==> config.mk <==
export PLATFORM = sky130hd
export DESIGN_NAME = mdll_r1_fcal_flat
export DESIGN_NICKNAME = d
export VERILOG_FILES = /design/src/rtl/mdll_r1_fcal_if.sv /design/src/rtl/mdll_r1_fcal.sv /design/src/flat_wrapper.sv
export SDC_FILE = /design/constraint.sdc
export NUM_CORES = 1
export LEC_CHECK = 0
export ABC_AREA = 1
export BUFFER_PORTS_ARGS = -buffer_cell sky130_fd_sc_hd__buf_2
export CAP_MARGIN = 20
export CORE_UTILIZATION = 46
export DETAILED_ROUTE_END_ITERATION = 8
export SETUP_SLACK_MARGIN = 0.02
export SKIP_CTS_REPAIR_TIMING = 1
export SLEW_MARGIN = 20
export SYNTH_ARGS = -nofsm -noshare
export SYNTH_HDL_FRONTEND = slang
export SYNTH_SLANG_ARGS = --single-unit
export TNS_END_PERCENT = 30
==> constraint.sdc <==
create_clock -name clk_dco -period 2.05 [get_ports clk_dco]
set_clock_uncertainty 0.05 [all_clocks]
set_input_delay 0.1025 -clock clk_dco [delete_from_list [all_inputs] [get_ports clk_dco]]
set_output_delay 0.1025 -clock clk_dco [all_outputs]
set_load 0.02 [all_outputs]
==> src/rtl/mdll_r1_fcal_if.sv <==
`default_nettype none
// ============================================================================
// Module      : mdll_r1_fcal_if
// Description : JTAG-side request/acknowledge bundle for the fcal counter.
// Revision    : 1.0 - initial release
// ============================================================================
interface mdll_r1_fcal_if #(
    parameter int N_FCAL_CNT = 10
);
    localparam int NDW = $clog2(N_FCAL_CNT);

    logic                  en_fcal;
    logic [NDW-1:0]        fcal_ndiv_ref;
    logic                  fcal_start;
    logic [N_FCAL_CNT-1:0] fcal_cnt;
    logic                  fcal_ready;

    modport master (
        output en_fcal, fcal_ndiv_ref, fcal_start,
        input  fcal_cnt, fcal_ready
    );

    modport slave (
        input  en_fcal, fcal_ndiv_ref, fcal_start,
        output fcal_cnt, fcal_ready
    );
endinterface
`default_nettype wire

==> src/rtl/mdll_r1_fcal.sv <==
`default_nettype none
// ============================================================================
// Module      : mdll_r1_fcal
// Description : Counts clk_dco cycles over 2**ndiv reference periods.
// Revision    : 1.0 - initial release
// ============================================================================
module mdll_r1_fcal #(
    parameter int N_FCAL_CNT = 10,
    parameter int N_SYNC     = 2
) (
    input  wire            clk_dco,
    input  wire            rstn,
    input  wire            clk_refp,
    mdll_r1_fcal_if.slave  fcal
);
    localparam int NDW = $clog2(N_FCAL_CNT);
    localparam int RW  = (1 << NDW) - 1;

    typedef enum logic [1:0] {IDLE, ARM, COUNT, DONE} state_t;

    state_t                state, state_nxt;
    logic [N_SYNC-1:0]     en_sync, start_sync, ref_sync;
    logic                  ref_d;
    logic [N_FCAL_CNT-1:0] cnt_q, cnt_nxt;
    logic                  rdy_q, rdy_nxt;
    logic [N_FCAL_CNT-1:0] dco, dco_nxt;
    logic [RW-1:0]         refc, refc_nxt;
    logic [RW-1:0]         km1, km1_nxt;

    logic                  en_s, start_s, ref_edge;
    logic [N_FCAL_CNT-1:0] dco_inc;
    logic [RW-1:0]         ones;

    assign en_s     = en_sync[N_SYNC-1];
    assign start_s  = start_sync[N_SYNC-1];
    assign ref_edge = ref_sync[N_SYNC-1] & ~ref_d;
    assign dco_inc  = (dco == '1) ? dco : dco + N_FCAL_CNT'(1);
    assign ones     = '1;

    always_ff @(posedge clk_dco or negedge rstn) begin
        if (!rstn) begin
            en_sync    <= '0;
            start_sync <= '0;
            ref_sync   <= '0;
            ref_d      <= 1'b0;
            state      <= IDLE;
            cnt_q      <= '0;
            rdy_q      <= 1'b0;
            dco        <= '0;
            refc       <= '0;
            km1        <= '0;
        end else begin
            en_sync    <= {en_sync[N_SYNC-2:0], fcal.en_fcal};
            start_sync <= {start_sync[N_SYNC-2:0], fcal.fcal_start};
            ref_sync   <= {ref_sync[N_SYNC-2:0], clk_refp};
            ref_d      <= ref_sync[N_SYNC-1];
            state      <= state_nxt;
            cnt_q      <= cnt_nxt;
            rdy_q      <= rdy_nxt;
            dco        <= dco_nxt;
            refc       <= refc_nxt;
            km1        <= km1_nxt;
        end
    end

    always_comb begin
        state_nxt = state;
        cnt_nxt   = cnt_q;
        rdy_nxt   = rdy_q;
        dco_nxt   = dco;
        refc_nxt  = refc;
        km1_nxt   = km1;
        if (!en_s) begin
            state_nxt = IDLE;
            rdy_nxt   = 1'b0;
            cnt_nxt   = '0;
        end else begin
            case (state)
                IDLE: begin
                    rdy_nxt = 1'b0;
                    if (start_s) begin
                        state_nxt = ARM;
                        // K-1 is a mask of ndiv ones
                        km1_nxt   = ones >> (NDW'(RW) - fcal.fcal_ndiv_ref);
                    end
                end
                ARM: begin
                    if (!start_s) begin
                        state_nxt = IDLE;
                    end else if (ref_edge) begin
                        dco_nxt   = '0;
                        refc_nxt  = '0;
                        state_nxt = COUNT;
                    end
                end
                COUNT: begin
                    if (!start_s) begin
                        state_nxt = IDLE;
                    end else begin
                        dco_nxt = dco_inc;
                        if (ref_edge) begin
                            refc_nxt = refc + RW'(1);
                            if (refc == km1) begin
                                cnt_nxt   = dco_inc;
                                rdy_nxt   = 1'b1;
                                state_nxt = DONE;
                            end
                        end
                    end
                end
                DONE: begin
                    if (!start_s) begin
                        rdy_nxt   = 1'b0;
                        state_nxt = IDLE;
                    end
                end
                default: state_nxt = IDLE;
            endcase
        end
    end

    assign fcal.fcal_cnt   = cnt_q;
    assign fcal.fcal_ready = rdy_q;
endmodule
`default_nettype wire

==> src/flat_wrapper.sv <==
// flat-port wrapper written by rule: the top's interface ports become plain ports
module mdll_r1_fcal_flat 
#(
    parameter int N_FCAL_CNT = 10,
    parameter int N_SYNC     = 2
)
  (clk_dco, rstn, clk_refp, fcal_en_fcal, fcal_fcal_ndiv_ref, fcal_fcal_start, fcal_fcal_cnt, fcal_fcal_ready);
  mdll_r1_fcal_if #(.N_FCAL_CNT(N_FCAL_CNT)) fcal_i ();
  input  wire clk_dco;
  input  wire rstn;
  input  wire clk_refp;
  input wire logic [$bits(fcal_i.en_fcal)-1:0] fcal_en_fcal;
  input wire logic [$bits(fcal_i.fcal_ndiv_ref)-1:0] fcal_fcal_ndiv_ref;
  input wire logic [$bits(fcal_i.fcal_start)-1:0] fcal_fcal_start;
  output wire logic [$bits(fcal_i.fcal_cnt)-1:0] fcal_fcal_cnt;
  output wire logic [$bits(fcal_i.fcal_ready)-1:0] fcal_fcal_ready;
  assign fcal_i.en_fcal = fcal_en_fcal;
  assign fcal_i.fcal_ndiv_ref = fcal_fcal_ndiv_ref;
  assign fcal_i.fcal_start = fcal_fcal_start;
  assign fcal_fcal_cnt = fcal_i.fcal_cnt;
  assign fcal_fcal_ready = fcal_i.fcal_ready;
  mdll_r1_fcal #(.N_FCAL_CNT(N_FCAL_CNT), .N_SYNC(N_SYNC)) u_core (.clk_dco(clk_dco), .rstn(rstn), .clk_refp(clk_refp), .fcal(fcal_i));
endmodule
==> reports/metrics.cfg <==
[die]
start_util = 0.474
fp.dieArea_um2 = 7300
std_cell_rows = 30
ioPinCount = 20
fp.dieW_um = 85.4
fp.coreArea_um2 = 6760
die_h_um = 85.4

[final_layout]
diodes = 0
drive_gt1_frac = 0.144
syn2layout_area_growth_pct = 16.4
fin_util = 0.551
final_net_count = 469

[detailed_routing]
firstDrtPassIters = 4
post-route-drc-count = 0
dr.first_iter.drc_count = 176
ant_nets = 0
routed_via_density = 5.04
num_vias = 2714
routedWlPerCell_um = 13.3
drt_wl_total_mm = 7.13

[logic_synthesis]
synth-edff-count = 0
synthArstFlopShare = 1.00
yosysWarnings = 0
synth_common_cells = 112 x nand2_1, 60 x dfrtp_1, 57 x inv_1, 34 x nand3_1, 34 x nor2_1
synth_most_common_cell = nand2_1
synth_top_area_cell = dfrtp_1
ys_seq_elements = 60
synthFlopType = dfrtp_1
synth.distinct_cells = 32
syn_area_per_cell_um2 = 7.79
ys_seq_area_frac = 0.469
synth_cells = 411
syn-num-nets = 427
synth.area.top_cells = dfrtp_1 47%, nand2_1 13%, inv_1 6.7%
synth_top_cell_area_share = 0.469
synth.cell_area_um2 = 3200

[critical_path]
crit_chain = buf_4 -> ha_1 -> inv_1 -> nand2_4 -> nand2_4 -> nand4_4 -> nor2_4 -> buf_4 -> nand2_4 -> nor2_4 -> nand2_2 -> nor2_1 -> nor2_1
crit_arrival_ns = 2.09
r2r_end = u_core.refc[4]$_DFFE_PN0P_
slowest_delay_ns = 0.38
criticalPathCategory = reg2reg
crit_start = u_core.state[0]$_DFFE_PN0P_
r2r_start = u_core.state[0]$_DFFE_PN0P_
r2r_slack_ns = 0.15
crit_path_end_kind = flip-flop
start_kind = flip-flop
worstPathMaxFanout = 10
critical_path_required_ns = 2.23
crit_path_top_delay_cell = dfrtp_1
crit_top_cell = nand2_4
r2r_cells = 13

[clocking]
cts.sinks = 60
cts_buffers = 9
cts-root-buf = clkbuf_8
insertion_delay_ns = 0.34
h-tree-depth = 3
cts_tree = done
clk_path_buf_depth = 2
clkSlewWorstSetupHoldPaths_ns = 0.07

[sta]
slew_headroom = 0.665
fin_tns_setup_ns = 0
finalCriticalPeriod_ns = 1.90
hold_viol = 0
setup_violations = 0
drv_slew = 0
fmax_mhz = 525
min_period_over_period = 0.929
tightest_slew_ns = 0.503
rsz0062_at_grt = yes

[placement]
gp_congestion = 0.872
io_buffers = 19
hpwl_mm = 5.35

[pwr]
p_per_area_nw_per_um2 = 816
leakage_uw = 0.00183
ir_drop_v = 0.000354

[grt]
grt_max_degree = 41
grt_pass1_vias = 2718
grt_usage = 0.220
overflow = 0
antenna_found_initial = 0
grt_first_pass_wirelength_mm = 12.4

[run_status]
status = finished clean

[min_path]
whs_endpoint = u_core.km1[4]$_DFFE_PN0P_
worstHoldPathType = in2reg
hold_start = fcal_fcal_ndiv_ref[0]
hold_depth = 3

[job]
drv_cap = 0

## flip-flops by register name, indices dropped and copies added (netlist names)
register / flops
u_core.fcal.fcal_ready: 1
u_core.refc: 15
u_core.fcal.fcal_cnt: 10
u_core.ref_d: 1
u_core.dco: 10
u_core.start_sync: 2
u_core.ref_sync: 2
u_core.state: 2
u_core.en_sync: 2
u_core.km1: 15
## layer usage
| layer | share of wire | routed length [um] | track usage |
|---|---|---|---|
| met3 | 0.035 | 247 | 0.0564 |
| met5 | 0 | 0 | 0 |
| met4 | 0.011 | 78 | 0.0773 |
| met2 | 0.48 | 3450 | 0.366 |
| met1 | 0.47 | 3350 | 0.278 |
## cell type report
type	count	area [um2]
clock buffers	12	155
clock inverters	4	47.5
fillers	640	3030
inverters	62	238
multi-input cells	283	1430
flip-flops and latches	60	1500
well taps	80	100
repair buffers	37	255
## critical path: cells and delay by family (launching register included)
kind	cells	cell delay, ns
adder cells (fa/ha/maj)	1	0.21
buffers and inverters	3	0.42
flip-flops	1	0.38
AND/OR/NAND/NOR	9	0.74
## power breakdown
group | internal (uW) | switching [uW]
clock network | 624 | 468
logic | 227 | 365
registers | 1290 | 65.9
## metrics by stage
step | cell area [um2] | setup WS, ns | std cells | hold WS [ns] | total power [uW]
floorplan | 3200 | 0.265 | 411 | -0.243 | 1770
global placement | 3440 | 0.220 | 513 | 0.0367 | 1930
detailed placement | 3440 | 0.129 | 513 | 0.0449 | 1940
CTS | 3640 | 0.105 | 529 | -0.320 | 3050
global route | 3730 | 0.00454 | 538 | 0.0260 | 3210
finish | 3730 | 0.146 | 538 | 0.0157 | 3040
## how the worst max path moves through the flow
stage                                 endpoint  slack, ns  depth (start not counted)
CTS                 u_core.refc[4]$_DFFE_PN0P_       0.11                         14
detailed placement  u_core.refc[4]$_DFFE_PN0P_       0.13                         13
global placement    u_core.refc[4]$_DFFE_PN0P_       0.22                         13
finish              u_core.refc[4]$_DFFE_PN0P_       0.15                         13
floorplan           u_core.refc[4]$_DFFE_PN0P_       0.27                         14
global route        u_core.refc[4]$_DFFE_PN0P_      0.005                         14
## placed cells by master, fill, tap and decap left out, drive strengths merged, types with 5 or more instances in the layout
| master | instances |
|---|---|
| nor3 | 11 |
| nand2 | 117 |
| xor2 | 7 |
| buf | 32 |
| nand3 | 36 |
| dfrtp | 60 |
| o22ai | 7 |
| o21ai | 37 |
| dlygate4sd3 | 5 |
| ha | 7 |
| a21oi | 9 |
| clkbuf | 12 |
| inv | 60 |
| nor2 | 39 |
## cells by family after synthesis
logic type | Yosys count | share of synthesized area
AND/OR/NAND/NOR | 208 | 0.293
buffers and inverters | 68 | 0.0868
AO/OA/AOI/OAI | 61 | 0.105
flip-flops | 60 | 0.469
XOR/XNOR | 7 | 0.0192
adder cells (fa/ha/maj) | 7 | 0.0274
Power figures use the tool's default switching activity.
